## config.mk

```make
export PLATFORM = sky130hd
export DESIGN_NAME = framebuf_writer_flat
export DESIGN_NICKNAME = d
export VERILOG_FILES = /design/src/rtl/framebuf_writer_if.sv /design/src/rtl/framebuf_writer.sv /design/src/flat_wrapper.sv
export SDC_FILE = /design/constraint.sdc
export NUM_CORES = 1
export LEC_CHECK = 0
export BUFFER_PORTS_ARGS = -buffer_cell sky130_fd_sc_hd__buf_2
export CORE_MARGIN = 2
export CORE_UTILIZATION = 45
export DETAILED_ROUTE_END_ITERATION = 6
export GPL_TIMING_DRIVEN = 0
export SLEW_MARGIN = 25
export SYNTH_ARGS = -nofsm -noshare
export SYNTH_HDL_FRONTEND = slang
export SYNTH_SLANG_ARGS = --single-unit
```

## constraint.sdc

```tcl
create_clock -name clk -period 4.1 [get_ports clk]
set_clock_uncertainty 0.15 [all_clocks]
set_input_delay 0.82 -clock clk [delete_from_list [all_inputs] [get_ports clk]]
set_output_delay 0.82 -clock clk [all_outputs]
set_load 0.1 [all_outputs]
```

## src/rtl/framebuf_writer_if.sv

```systemverilog
// Cell-write request channel and frame-buffer write port of framebuf_writer.
// The master side issues write requests; the slave side drives the memory write port.
interface framebuf_writer_if;
  logic       req_valid;
  logic       req_ready;
  logic [4:0] req_x;
  logic [4:0] req_y;
  logic [4:0] req_data;
  logic       we;
  logic [9:0] waddr;
  logic [4:0] wdata;

  modport master (
    output req_valid, req_x, req_y, req_data,
    input  req_ready, we, waddr, wdata
  );

  modport slave (
    input  req_valid, req_x, req_y, req_data,
    output req_ready, we, waddr, wdata
  );
endinterface

```

## src/rtl/framebuf_writer.sv

```systemverilog
// Queues block-cell writes and commits them to the VGA frame buffer only during vblank;
// also performs full-screen clear sweeps after reset and on request.
module framebuf_writer #(
  parameter int unsigned FIFO_DEPTH = 4,
  parameter logic [4:0]  CLEAR_DATA = 5'd0,
  parameter int unsigned COLS       = 32,
  parameter int unsigned ROWS       = 24
) (
  input  logic              clk,
  input  logic              reset,
  input  logic              vblank,
  input  logic              clear_req,
  output logic              busy,
  output logic              oob,
  framebuf_writer_if.slave  bus
);

  localparam int unsigned AW       = (FIFO_DEPTH > 1) ? $clog2(FIFO_DEPTH) : 1;
  localparam logic [AW:0] FULL_CNT = (AW + 1)'(FIFO_DEPTH);
  localparam logic [5:0]  COLS_L   = 6'(COLS);
  localparam logic [5:0]  ROWS_L   = 6'(ROWS);
  localparam logic [4:0]  XMAX     = 5'(COLS - 1);
  localparam logic [4:0]  YMAX     = 5'(ROWS - 1);

  typedef enum logic [1:0] {CLEAR, IDLE, DRAIN} state_t;

  state_t        state;
  logic [4:0]    sx;
  logic [4:0]    sy;
  logic [14:0]   mem [FIFO_DEPTH];
  logic [AW-1:0] wptr;
  logic [AW-1:0] rptr;
  logic [AW:0]   count;
  logic [AW:0]   count_nxt;
  logic          accept;
  logic          in_range;
  logic          push;
  logic          pop;

  // reset gates ready/busy combinationally so they are correct while reset is held
  assign bus.req_ready = reset & (state != CLEAR) & (count != FULL_CNT) & ~clear_req;
  assign busy          = ~reset | (state == CLEAR) | (count != '0);

  always_comb begin
    accept    = bus.req_valid & bus.req_ready;
    in_range  = ({1'b0, bus.req_x} < COLS_L) & ({1'b0, bus.req_y} < ROWS_L);
    push      = accept & in_range;
    pop       = (state == DRAIN) & vblank & (count != '0);
    count_nxt = count;
    if (push & ~pop)
      count_nxt = count + 1'b1;
    else if (pop & ~push)
      count_nxt = count - 1'b1;
  end

  always_ff @(posedge clk) begin
    if (push)
      mem[wptr] <= {bus.req_x, bus.req_y, bus.req_data};
  end

  always_ff @(posedge clk) begin
    if (!reset) begin
      state     <= CLEAR;
      sx        <= '0;
      sy        <= '0;
      wptr      <= '0;
      rptr      <= '0;
      count     <= '0;
      bus.we    <= 1'b0;
      bus.waddr <= '0;
      bus.wdata <= '0;
      oob       <= 1'b0;
    end else begin
      bus.we <= 1'b0;
      oob    <= accept & ~in_range;
      if (clear_req) begin
        // pending entries are dropped, not written
        state <= CLEAR;
        sx    <= '0;
        sy    <= '0;
        wptr  <= '0;
        rptr  <= '0;
        count <= '0;
      end else begin
        if (push)
          wptr <= wptr + 1'b1;
        if (pop) begin
          rptr                   <= rptr + 1'b1;
          bus.we                 <= 1'b1;
          {bus.waddr, bus.wdata} <= mem[rptr];
        end
        count <= count_nxt;
        unique case (state)
          CLEAR: begin
            if (vblank) begin
              bus.we    <= 1'b1;
              bus.waddr <= {sx, sy};
              bus.wdata <= CLEAR_DATA;
              if (sx == XMAX) begin
                sx <= '0;
                if (sy == YMAX) begin
                  sy    <= '0;
                  state <= IDLE;
                end else begin
                  sy <= sy + 5'd1;
                end
              end else begin
                sx <= sx + 5'd1;
              end
            end
          end
          IDLE:    if (count != '0) state <= DRAIN;
          DRAIN:   if (count_nxt == '0) state <= IDLE;
          default: state <= CLEAR;
        endcase
      end
    end
  end

endmodule

```

## src/flat_wrapper.sv

```systemverilog
// flat-port wrapper written by rule: the top's interface ports become plain ports
module framebuf_writer_flat 
#(
  parameter int unsigned FIFO_DEPTH = 4,
  parameter logic [4:0]  CLEAR_DATA = 5'd0,
  parameter int unsigned COLS       = 32,
  parameter int unsigned ROWS       = 24
)
  (clk, reset, vblank, clear_req, busy, oob, bus_req_valid, bus_req_x, bus_req_y, bus_req_data, bus_req_ready, bus_we, bus_waddr, bus_wdata);
  framebuf_writer_if bus_i ();
  input  logic clk;
  input  logic reset;
  input  logic vblank;
  input  logic clear_req;
  output logic busy;
  output logic oob;
  input wire logic [$bits(bus_i.req_valid)-1:0] bus_req_valid;
  input wire logic [$bits(bus_i.req_x)-1:0] bus_req_x;
  input wire logic [$bits(bus_i.req_y)-1:0] bus_req_y;
  input wire logic [$bits(bus_i.req_data)-1:0] bus_req_data;
  output wire logic [$bits(bus_i.req_ready)-1:0] bus_req_ready;
  output wire logic [$bits(bus_i.we)-1:0] bus_we;
  output wire logic [$bits(bus_i.waddr)-1:0] bus_waddr;
  output wire logic [$bits(bus_i.wdata)-1:0] bus_wdata;
  assign bus_i.req_valid = bus_req_valid;
  assign bus_i.req_x = bus_req_x;
  assign bus_i.req_y = bus_req_y;
  assign bus_i.req_data = bus_req_data;
  assign bus_req_ready = bus_i.req_ready;
  assign bus_we = bus_i.we;
  assign bus_waddr = bus_i.waddr;
  assign bus_wdata = bus_i.wdata;
  framebuf_writer #(.FIFO_DEPTH(FIFO_DEPTH), .CLEAR_DATA(CLEAR_DATA), .COLS(COLS), .ROWS(ROWS)) u_core (.clk(clk), .reset(reset), .vblank(vblank), .clear_req(clear_req), .busy(busy), .oob(oob), .bus(bus_i));
endmodule
```

==> Word-level counts from Yosys, hierarchy flattened <==
Memory sizes are Yosys's and may differ from the RTL's. A register that Yosys moved wholly into a read port is not among the register bits.
Cells that the tools add are included.
{ "word_totals": {"ff_bits": 36, "ram_bits": 60, "in_bits": 20, "output_inout_bits": 19, "memories": 1} }
{ "mem_list": {"columns": ["name", "depth", "width", "rd", "rd_ports_with_merged_regs", "write_ports", "line", "source"], "rows": [
  ["u_core.mem", 4, 15, 1, 1, 1, "framebuf_writer.sv:30", "logic [14:0] mem [FIFO_DEPTH];"]
]} }
{ "op_classes": {"add_sub_neg": 6, "n_lt_le_gt_ge": 1, "n_eq_ne": 10, "mux": 23, "bitwise": 17, "reduce_logical": 8} }
{ "op_table": {"columns": ["cell", "n"], "rows": [
  ["$mux W10", 3],
  ["$mux W5", 5],
  ["$mux W2", 7],
  ["$add A5 B1 Y5 const B", 2],
  ["$and A1 B1 Y1", 10],
  ["$eq A5 B5 Y1 const B", 2],
  ["$ne A2 B2 Y1 const B", 4],
  ["$mux W3", 2],
  ["$pmux W2 S3", 1],
  ["$lt A5 B5 Y1 const B", 1],
  ["$mux W1", 5],
  ["$not A1 Y1", 5],
  ["$reduce_and A5 Y1", 1],
  ["$add A2 B1 Y2 const B", 2],
  ["$add A3 B1 Y3 const B", 1],
  ["$logic_not A3 Y1", 1],
  ["$ne A3 B3 Y1 const B", 1],
  ["$reduce_and A3 Y1", 1],
  ["$reduce_bool A3 Y1", 1],
  ["$sub A3 B1 Y3 const B", 1],
  ["$eq A2 B1 Y1 const B", 1],
  ["$eq A2 B2 Y1 const B", 1],
  ["$logic_not A2 Y1", 1],
  ["$ne A2 B1 Y1 const B", 1],
  ["other kinds (4)", 5]
]} }

==> Longest topological paths before layout <==
Gate-level depths: netlist (run 1).
{ "depth": {"ltp_word": 13, "depth_mapped": 9, "mapped_depth_nobuf": 7} }

==> Least setup slack after synthesis (run 1) <==
Ideal clock, no wire load.
{ "synth_path": {"path_kind": "input-to-output", "from": "input port reset", "to": "output port busy", "arrival_ns": 1.979, "required_time_ns": 3.130, "path_slack_ns": 1.151, "stages": 3, "cell_sequence": "buf_6 -> clkbuf_1 -> o211ai_1"} }
{ "synth_via": {"elab_chain_cells": 3} }
{ "synth_rtl": {"columns": ["item", "line", "source"], "rows": [
  ["from (decl)", "flat_wrapper.sv:12", "input logic reset;"],
  ["$not A1 Y1", "framebuf_writer.sv:42", "assign busy = ~reset | (state == CLEAR) | (count != '0);"],
  ["$or A1 B1 Y1 (2 in series)", "framebuf_writer.sv:42", null],
  ["to (decl)", "flat_wrapper.sv:15", "output logic busy;"]
]} }
No other way between the ends.

==> Worst setup path after layout (run 1) <==
{ "layout_path": {"from": "register u_core.count[0]", "to": "output port busy"} }
{ "layout_via": {"elab_chain_cells": 2} }
{ "layout_rtl": {"columns": ["item", "line", "source"], "rows": [
  ["from (decl)", "framebuf_writer.sv:33", "logic [AW:0] count;"],
  ["from (signal assigned)", "framebuf_writer.sv:92", "count <= count_nxt;"],
  ["$reduce_bool A3 Y1", "framebuf_writer.sv:42", null],
  ["$or A1 B1 Y1", "framebuf_writer.sv:42", null]
]} }
No other way between the ends.

==> results.txt, run 1 <==
Flop-to-flop setup slack -> 1.41 ns
Total CTS buffers -> 9
Post-synthesis compound-gate area fraction -> 7.37%
Hold Vio Cnt, Final -> 0
Leading cell types in the layout, fill and taps excluded -> edfxtp_1 (60), buf_2 (40), dfxtp_1 (38)
Sequential cell fraction of total power -> 57.9%
Period minus WS final -> 2.88 ns
Core ar. -> 0.00868 mm²
Starting Density -> 46.0%
Residual DRC -> 0
Slew HR -> 45.5%
Post-CTS sizing -> 0
Commonest register cell after synthesis -> edfxtp_1
Num ports -> 39
TritonRoute pass-1 iters -> 4
Post-placement cell area -> 0.00431 mm²
Via-per-instance ratio -> 5.37
CTS tree -> yes
Worst setup SP type -> register
DR iter-0 viols -> 81
Post-synthesis mux area share -> 9.47%
End of the worst hold path -> u_core.bus.wdata[0]
Clock Power Share -> 36.9%
Routed Antenna Nets -> 0
Gr usage total -> 16.8%
Nets@finish -> 367
Worst skew pair latency -> 0.36 ns
Worst hold path class -> reg2reg
Largest family of logic cells by synthesized area -> simple AND/OR/NAND/NOR gates
Clock slew at reported path FFs -> 0.09 ns
Max_cap viols -> 0
Comb power frac -> 5.2%
Post-Synth Simple-Gate Area -> 12.2%
Cell depth of the worst hold path -> 2
Die ar. -> 0.00963 mm²
Max Slew Vio Count -> 0
Max clock buf depth -> 2
Clk sinks -> 98
Power Density -> 402 mW/mm²
Fin Hold WS -> 0.314 ns
Syn_area_per_cell -> 13.8 µm²
Buffers on Ports -> 37
Syn nets -> 319
Reg2reg end -> u_core.mem[2][14]
Final setup fails -> 0
Switching share of power -> 22.1%
Fin crit share -> 70.2%
Cell count after synthesis -> 289
Post-CTS setup buffers -> 0
Critical path data required time -> 3.13 ns
Hold_buf cts -> 0
Leak pwr -> 1.56 nW
Final HPWL DP -> 5160 µm
Vias -> 2415
HP Start -> u_core.bus.wdata[0]
Crit-path cells -> inv_1 -> ha_1 -> nor2b_1 -> o211ai_1 -> buf_2
Register-to-Register Path Depth -> 7
Slew @ Worst Pin -> 0.817 ns
First-pass GRT wire length -> 12300 µm
Layout cells sized above 1 -> 22.8%
Crit path DAT -> 1.91 ns
Ant diodes -> 0
Crit path max-delay cell type -> nor2b_1
Post-synth EDFFs -> 60
Yosys Warn Count -> 0
Die Y-Extent -> 98.2 µm
Initial antenna violation count -> 0
Seq/Total Area, Yosys -> 64.2%
RR Startpoint -> u_core.count[0]
Setup TNS -> 0 ns
Post-synth cell types -> 47
P&R area growth vs syn -> 13.5%
Die width -> 98.2 µm
Largest net degree at the start of global routing -> 17
Yosys reg bits -> 98
Switching Power -> 402 µW
Routability congestion estimate -> 0.767
Worst Path Max Fanout -> 5
Max frequency -> 348 MHz
Clk root buf -> clkbuf_8
Final Util -> 52.2%
Ys async rst share -> 0%
# rows -> 34
Worst stage delay on the critical path -> 0.37 ns
Grt ovf -> 0
XOR/XNOR share of the synthesized area -> 1.54%
Worst Setup End Kind -> output pin
Critical setup path kind -> reg2out
RSZ-0062 raised after global routing -> no
Status -> finished, final reports clean
P_int -> 1.42 mW
Vias in the first global route -> 2376
Commonest non-fill, non-tap cell in the layout -> edfxtp_1
H-tree depth -> 3
Adder-cell area share of the yosys netlist -> 3.14%
Maximum VDD drop -> 239 µV
Routed Wire Length -> 7470 µm
Final instance area -> 0.00453 mm²
DR WL/cell -> 16.6 µm
Post-synthesis cell area -> 0.00399 mm²
registers in the layout, indices dropped and copies added (netlist names), 2 cells and up, named ones only:
signal	flops
u_core.bus.waddr	10
u_core.rptr	2
u_core.state	2
u_core.bus.wdata	5
u_core.sx	5
u_core.sy	5
u_core.mem	60
u_core.count	3
u_core.wptr	2
cell type report:
| type | instances | area, µm² |
|---|---|---|
| buffer | 11 | 60.1 |
| clock buffer | 10 | 128 |
| clock inverter | 6 | 90.1 |
| fill | 783 | 4150 |
| inverter | 6 | 22.5 |
| multi-input combinational | 174 | 1340 |
| sequential | 98 | 2560 |
| tap | 108 | 135 |
| timing repair buffer | 37 | 185 |
stage by stage:
step | instances | total power [mW] | setup WS [ns]
after floorplan | 289 | 1.14 | 1.15
after global placement | 434 | 1.17 | 1.14
after detailed placement | 434 | 1.17 | 1.13
after CTS | 450 | 1.84 | 1.22
after global routing | 450 | 1.89 | 1.06
final | 450 | 1.82 | 1.22
power groups by stage:
| stage | registers [mW] | clock network, mW | logic, mW |
|---|---|---|---|
| 2_1_floorplan | 1.12 | 0 | 0.0242 |
| 3_3_place_gp | 1.07 | 0 | 0.0944 |
| 3_5_place_dp | 1.07 | 0 | 0.0955 |
| 4_1_cts | 1.05 | 0.692 | 0.0956 |
| 5_1_grt | 1.05 | 0.731 | 0.102 |
| 6_report | 1.05 | 0.671 | 0.0946 |
layer usage:
layer | wire length [µm] | vias up | track usage [%]
li1 | - | 1184 | -
met1 | 3410 | 1186 | 21.8
met2 | 3640 | 37 | 27.6
met3 | 318 | 8 | 4.94
met4 | 97 | 0 | 4.74
met5 | 0 | - | 0
cells in the mapped netlist, types with 2 or more instances:
master     n  area (µm²)
edfxtp_1  60        1800
dfxtp_1   38         761
nor2_1    34         128
nand2_1   23        86.3
mux4_2    15         338
a21oi_1   10        50.1
ha_1      10         125
o221ai_1   9        78.8
and2_1     8        50.1
nand3_1    8        40.0
clkbuf_1   6        22.5
o21ai_0    6        30.0
inv_1      5        18.8
xnor2_1    5        43.8
a21boi_0   4        30.0
mux2i_1    4        40.0
nand4_1    4        25.0
a31oi_1    3        18.8
buf_2      3        15.0
nand2b_1   3        18.8
a311oi_1   2        17.5
buf_6      2        22.5
nor2b_1    2        12.5
xor2_1     2        17.5
critical path, delay by kind of cell (launching register included):
kind,cells,cell delay (ns)
compound gates,1,0.14
flops,1,0.34
simple gates,1,0.37
buf+inv,2,0.49
fa+ha+maj,1,0.21
logic make-up after synthesis:
family / after synthesis
compound gates: 42
xor+xnor: 7
fa+ha+maj: 10
buf+inv: 17
flops: 98
mux: 19
simple gates: 96
worst max path at each step:
stage | cells after the start | start | end | slack (ns)
floorplan | 3 | reset | busy | 1.15
global placement | 6 | reset | u_core.mem[2][12] | 1.14
detailed placement | 6 | reset | u_core.mem[0][14] | 1.13
CTS | 5 | u_core.count[0] | busy | 1.22
global route | 5 | u_core.count[0] | bus_req_ready | 1.06
finish | 5 | u_core.count[0] | busy | 1.22
(Power assumes the default switching activity.)
==> run 2, diff against run 1 <==
--- a/config.mk
+++ b/config.mk
@@ -5,6 +5,7 @@
 export SDC_FILE = /design/constraint.sdc
 export NUM_CORES = 1
 export LEC_CHECK = 0
+export ABC_AREA = 1
 export BUFFER_PORTS_ARGS = -buffer_cell sky130_fd_sc_hd__buf_2
 export CORE_MARGIN = 2
 export CORE_UTILIZATION = 45
==> constraint.sdc (replaced) <==
create_clock -name clk -period 2.8 [get_ports clk]
set_clock_uncertainty 0.15 [all_clocks]
set_input_delay 0.56 -clock clk [delete_from_list [all_inputs] [get_ports clk]]
set_output_delay 0.56 -clock clk [all_outputs]
set_load 0.1 [all_outputs]
==> results.txt, run 2 <==
Power Density -> 566 mW/mm² (was 402 mW/mm²)
Yosys reg bits -> 98 (unchanged)
Commonest non-fill, non-tap cell in the layout -> nand2_1 (was edfxtp_1)
Post-Synth Simple-Gate Area -> 16.2% (was 12.2%)
Worst Path Max Fanout -> 3 (was 5)
Post-synthesis mux area share -> 0% (was 9.47%)
Routability congestion estimate -> 0.807 (was 0.767)
Worst hold path class -> in2reg (was reg2reg)
Period minus WS final -> 2.51 ns
Clk root buf -> clkbuf_8 (unchanged)
Slew @ Worst Pin -> 0.874 ns (was 0.817 ns)
Biggest registers after layout -> u_core.mem: 60 flops, u_core.bus.waddr: 10 flops (unchanged)
Adder-cell area share of the yosys netlist -> 3.11% (was 3.14%)
Crit-path cells -> inv_1 -> ha_1 -> nand2_1 -> nand2_1 -> nor2_8 -> buf_2 (was inv_1 -> ha_1 -> nor2b_1 -> o211ai_1 -> buf_2)
Syn nets -> 405 (was 319)
Worst stage delay on the critical path -> 0.43 ns (was 0.37 ns)
Critical path's most frequent cell -> nand2_1
Most flops, register -> u_core.mem (unchanged)
Hold Vio Cnt, Final -> 0 (unchanged)
Gr usage total -> 18.6% (was 16.8%)
Post-CTS sizing -> 0 (unchanged)
TritonRoute pass-1 iters -> 4 (unchanged)
Routed Antenna Nets -> 0 (unchanged)
Delay-heaviest family, CP -> buffers and inverters (unchanged)
Core ar. -> 0.00868 mm² (unchanged)
Initial antenna violation count -> 0 (unchanged)
Crit path max-delay cell type -> buf_2 (was nor2b_1)
DR WL/cell -> 16.1 µm (was 16.6 µm)
Nets@finish -> 456 (was 367)
Critical path data required time -> 2.09 ns (was 3.13 ns)
H-tree depth -> 3 (unchanged)
First-pass GRT wire length -> 13900 µm (was 12300 µm)
Buffers on Ports -> 38 (was 37)
Synth top cells by count -> nand2_1 (73), edfxtp_1 (60), dfxtp_1 (38) (was edfxtp_1 (60), dfxtp_1 (38), nor2_1 (34))
Multi-input logic area -> 0.00128 mm² (was 0.00134 mm²)
Hold_buf cts -> 0 (unchanged)
Final HPWL DP -> 6080 µm (was 5160 µm)
Status -> finished, final reports clean (unchanged)
Ranking of synthesized cells by area -> edfxtp_1 (45%), dfxtp_1 (19%), nand2_1 (6.8%) (was edfxtp_1 (45%), dfxtp_1 (19%), mux4_2 (8.5%))
Die Y-Extent -> 98.6 µm (was 98.2 µm)
Post-synthesis compound-gate area fraction -> 11.8% (was 7.37%)
Critical path buffer and inverter count -> 2 (unchanged)
Setup TNS -> 0 ns (unchanged)
RSZ-0062 raised after global routing -> no (unchanged)
Final setup fails -> 0 (unchanged)
Leak pwr -> 1.74 nW (was 1.56 nW)
Worst setup SP type -> register (unchanged)
Max_cap viols -> 0 (unchanged)
FF/Latch Area -> 0.00256 mm² (unchanged)
Ant diodes -> 0 (unchanged)
Seq/Total Area, Yosys -> 63.6% (was 64.2%)
Vias -> 2857 (was 2415)
Clk sinks -> 98 (unchanged)
Critical setup path kind -> reg2out (unchanged)
DR iter-0 viols -> 177 (was 81)
P&R area growth vs syn -> 14.0% (was 13.5%)
Yosys Warn Count -> 0 (unchanged)
Starting Density -> 46.4% (was 46.0%)
Final Util -> 52.9% (was 52.2%)
# rows -> 34 (unchanged)
Filler cells -> 818 (was 783)
Max Slew Vio Count -> 0 (unchanged)
Post-synthesis cell area -> 0.00403 mm² (was 0.00399 mm²)
Syn_area_per_cell -> 10.7 µm² (was 13.8 µm²)
Die ar. -> 0.00972 mm² (was 0.00963 mm²)
Worst skew pair latency -> 0.35 ns (was 0.36 ns)
Max clock buf depth -> 2 (unchanged)
Die width -> 98.6 µm (was 98.2 µm)
Residual DRC -> 0 (unchanged)
Max frequency -> 398 MHz
Grt ovf -> 0 (unchanged)
Layout cells sized above 1 -> 17.2% (was 22.8%)
Post-CTS setup buffers -> 0 (unchanged)
Top cell type's share of synthesized area -> 44.7% (was 45.2%)
Via-per-instance ratio -> 5.30 (was 5.37)
Clock slew at reported path FFs -> 0.09 ns (about the same)
XOR/XNOR share of the synthesized area -> 0.435% (was 1.54%)
Ys async rst share -> 0% (unchanged)
Total CTS buffers -> 9 (unchanged)
Most frequent cell after synthesis -> nand2_1 (was edfxtp_1)
Post-synth EDFFs -> 60 (unchanged)
Worst Setup End Kind -> output pin (unchanged)
Commonest register cell after synthesis -> edfxtp_1 (unchanged)
Max reg flops -> 60 (unchanged)
Vias in the first global route -> 2694 (was 2376)
Crit path DAT -> 1.80 ns (was 1.91 ns)
Num ports -> 39 (unchanged)
Routed Wire Length -> 8700 µm (was 7470 µm)
Largest net degree at the start of global routing -> 16 (was 17)
CTS tree -> yes (unchanged)
Leading cell types in the layout, fill and taps excluded -> nand2_1 (73), edfxtp_1 (60), buf_2 (41) (was edfxtp_1 (60), buf_2 (40), dfxtp_1 (38))
Area leader, netlist -> edfxtp_1 (unchanged)
Fin crit share -> 89.7%
Largest family of logic cells by synthesized area -> simple AND/OR/NAND/NOR gates (unchanged)
Maximum VDD drop -> 278 µV (was 239 µV)
Slew HR -> 41.7% (was 45.5%)
Post-synth cell types -> 35 (was 47)
Cell count after synthesis -> 375 (was 289)
## run 2: cell count changes after synthesis, moves of 7 or more
cell      before  now
o221ai_1       9    0
inv_1          5   32
nor3_1         1    8
nand2_1       23   73
a221oi_1       0    9
nor2_1        34   26
a21oi_1       10   23
o21ai_0        6   28
nand3_1        8   21
and2_1         8    0
mux4_2        15    0
a32o_1         0    9
## run 2: per-stage QoR
step	cell area [µm²]	cells	setup WS, ns	hold slack, ns	power, mW
after floorplan	4030	375	0.550	0.262	1.67
after CTS	4590	539	0.264	0.262	2.62
after global placement	4350	521	-0.0808	0.275	1.71
after detailed placement	4390	523	0.278	0.293	1.72
after global routing	4590	539	0.190	0.265	2.69
final	4590	539	0.288	0.271	2.60
## run 2: layout make-up
class | instances | area share [%]
Sequential cell | 98 | 55.8
Multi-Input combinational cell | 228 | 27.9
Timing Repair Buffer | 40 | 4.72
Clock buffer | 15 | 4.28
Tap cell | 108 | 2.94
Inverter | 35 | 2.92
Buffer | 14 | 1.31
Clock inverter | 1 | 0.109
## run 2: cell families after synthesis
group                      Yosys count
adders and majority gates           10
xor gates and xnor gates             2
and+or+nand+nor                    140
buffers and inverters               49
DFF                                 98
AOI/OAI and AO/OA                   76
## run 2: metal layers
metal  up-vias  routed length (µm)  track usage, %
met5         -                   0               0
met4         0                 193            7.59
met3        15                 480            2.77
met2        74                3850            28.0
met1      1348                4170            27.3
li1       1420                   -               -
## run 2: power breakdown
part / total (mW) / switching [mW] / internal [mW] / leakage, nW
registers: 1.54 / 0.00492 / 1.54 / 0.847
clock network: 0.913 / 0.461 / 0.452 / 0.105
logic: 0.142 / 0.113 / 0.0287 / 0.788
total: 2.60 / 0.579 / 2.02 / 1.74
## run 2: path summary, 6_finish.rpt
check / start / end / slack [ns] / cells after the start
max: u_core.count[0] / bus_req_ready / 0.29 / 6
min: bus_req_data[4] / u_core.mem[3][4] / 0.27 / 1
max reg2reg: u_core.count[0] / u_core.mem[1][14] / 0.40 / 7
min reg2reg: u_core.rptr[1] / u_core.rptr[1] / 0.31 / 1
==> run 3, diff against run 2 <==
--- a/config.mk
+++ b/config.mk
@@ -7,10 +7,14 @@
 export LEC_CHECK = 0
 export ABC_AREA = 1
 export BUFFER_PORTS_ARGS = -buffer_cell sky130_fd_sc_hd__buf_2
+export CELL_PAD_IN_SITES_DETAIL_PLACEMENT = 0
+export CELL_PAD_IN_SITES_GLOBAL_PLACEMENT = 1
 export CORE_MARGIN = 2
 export CORE_UTILIZATION = 45
 export DETAILED_ROUTE_END_ITERATION = 6
 export GPL_TIMING_DRIVEN = 0
+export PLACE_DENSITY_LB_ADDON = 0.1
+export REMOVE_ABC_BUFFERS = 1
 export SLEW_MARGIN = 25
 export SYNTH_ARGS = -nofsm -noshare
 export SYNTH_HDL_FRONTEND = slang
==> results.txt, run 3 (synthesis gave the netlist of run 2 again) <==
Critical path data required time -> 2.09 ns (about the same)
Ant diodes -> 0 (unchanged)
Buffers on Ports -> 38 (unchanged)
Total CTS buffers -> 9 (unchanged)
RSZ-0062 raised after global routing -> no (unchanged)
Clk root buf -> clkbuf_8 (unchanged)
DP Cell Count -> 510 (was 523)
Period minus WS final -> 2.66 ns (was 2.51 ns)
Vias in the first global route -> 2749 (was 2694)
Leading cell types in the layout, fill and taps excluded -> nand2_1 (73), edfxtp_1 (60), dfxtp_1 (37), buf_2 (37), inv_1 (32) (was nand2_1 (73), edfxtp_1 (60), buf_2 (41))
Max clock buf depth -> 2 (unchanged)
Final instance area -> 0.00454 mm² (was 0.00459 mm²)
Commonest non-fill, non-tap cell in the layout -> nand2_1 (unchanged)
CTS tree -> yes (unchanged)
Final HPWL DP -> 5600 µm (was 6080 µm)
Worst Path Max Fanout -> 16 (was 3)
Slew @ Worst Pin -> 0.928 ns (was 0.874 ns)
Fin crit share -> 95.0% (was 89.7%)
Crit path DAT -> 1.95 ns (was 1.80 ns)
Max reg flops -> 60 (unchanged)
H-tree depth -> 3 (unchanged)
Leak pwr -> 1.70 nW (was 1.74 nW)
DR iter-0 viols -> 128 (was 177)
Hold Vio Cnt, Final -> 0 (unchanged)
Slew HR -> 38.1% (was 41.7%)
Vias -> 2772 (was 2857)
TritonRoute pass-1 iters -> 4 (unchanged)
Die ar. -> 0.00972 mm² (unchanged)
Final setup fails -> 0 (unchanged)
First-pass GRT wire length -> 13900 µm (about the same)
Die Y-Extent -> 98.6 µm (unchanged)
Fin cells -> 526 (was 539)
Max frequency -> 376 MHz (was 398 MHz)
Worst setup SP type -> input pin (was register)
Nets@finish -> 443 (was 456)
Via-per-instance ratio -> 5.27 (was 5.30)
# rows -> 34 (unchanged)
Max_cap viols -> 0 (unchanged)
Starting Density -> 46.4% (unchanged)
Critical setup path kind -> in2out (was reg2out)
Final WS setup -> 0.140 ns (was 0.288 ns)
Clk sinks -> 98 (unchanged)
P&R area growth vs syn -> 12.8% (was 14.0%)
Gr usage total -> 18.5% (was 18.6%)
Largest net degree at the start of global routing -> 32 (was 16)
Worst hold path class -> in2reg (unchanged)
Max Slew Vio Count -> 0 (unchanged)
Biggest registers after layout -> u_core.mem: 60 flops, u_core.bus.waddr: 10 flops (unchanged)
Residual DRC -> 0 (unchanged)
Worst skew pair latency -> 0.35 ns (about the same)
Fin Hold WS -> 0.271 ns (about the same)
Post-placement cell area -> 0.00434 mm² (was 0.00439 mm²)
Initial antenna violation count -> 0 (unchanged)
Routability congestion estimate -> 0.772 (was 0.807)
Routed Antenna Nets -> 0 (unchanged)
Worst Setup End Kind -> output pin (unchanged)
Power Density -> 568 mW/mm² (was 566 mW/mm²)
Final Power -> 2.58 mW (was 2.60 mW)
Routed Wire Length -> 8300 µm (was 8700 µm)
Num ports -> 39 (unchanged)
Most flops, register -> u_core.mem (unchanged)
Maximum VDD drop -> 242 µV (was 278 µV)
Grt ovf -> 0 (unchanged)
Layout cells sized above 1 -> 17.7% (was 17.2%)
DR WL/cell -> 15.8 µm (was 16.1 µm)
Worst Setup Slack post-DPL -> -0.102 ns (was 0.278 ns)
Clock slew at reported path FFs -> 0.09 ns (about the same)
Core ar. -> 0.00868 mm² (unchanged)
Status -> finished, final reports clean (unchanged)
Die width -> 98.6 µm (unchanged)
## run 3: what timing repair did
item                                    in CTS  in global routing
gates cloned                                 0                  0
gates resized for setup                      1                  2
endpoints found under the setup margin       1                 10
hold buffers                                 0                  0
setup buffers                                0                  0
## run 3: cell type report
cell class                 count  area (µm²)
fill                         795        4140
sequential                    98        2560
multi-input combinational    228        1280
timing repair buffer          41         230
clock buffer                  11         141
tap                          108         135
inverter                      35         134
clock inverter                 5        55.1
## run 3: power breakdown
part | switching (mW) | total [mW] | leakage (nW) | internal (mW)
Clock | 0.463 | 0.898 | 0.0953 | 0.435
Sequential | 0.00560 | 1.54 | 0.848 | 1.54
Combinational | 0.113 | 0.140 | 0.761 | 0.0264
Total | 0.582 | 2.58 | 1.70 | 2.00
## run 3: final timing paths
check	from	to	slack, ns	cells past startpoint
worst max-delay path	reset	bus_req_ready	0.14	6
worst max register to register	u_core.count[0]	u_core.mem[2][14]	0.37	7
worst min-delay path	bus_req_x[2]	u_core.mem[0][12]	0.27	1
worst min register to register	u_core.rptr[1]	u_core.rptr[1]	0.30	1
## run 3: layer usage
| metal | track usage (%) | vias up | share of wire [%] |
|---|---|---|---|
| met5 | 0 | - | 0 |
| met4 | 5.37 | 0 | 1.1 |
| met3 | 3.83 | 9 | 4.7 |
| met2 | 30.4 | 54 | 49 |
| met1 | 25.2 | 1319 | 45 |
| li1 | - | 1390 | - |
## run 3: worst max-delay path: stages
cell	delay [ns]
buf_2	0.31
inv_2	0.11
nor2_4	0.33
inv_4	0.13
nor2_8	0.15
clkbuf_4	0.34
## run 3: through the flow
step           TNS [ns]  util (%)
2_1_floorplan         0         -
3_3_place_gp     -33.14      49.5
3_5_place_dp      -1.84      50.0
4_1_cts               0      52.3
5_1_grt               0      52.3
6_report              0      52.3
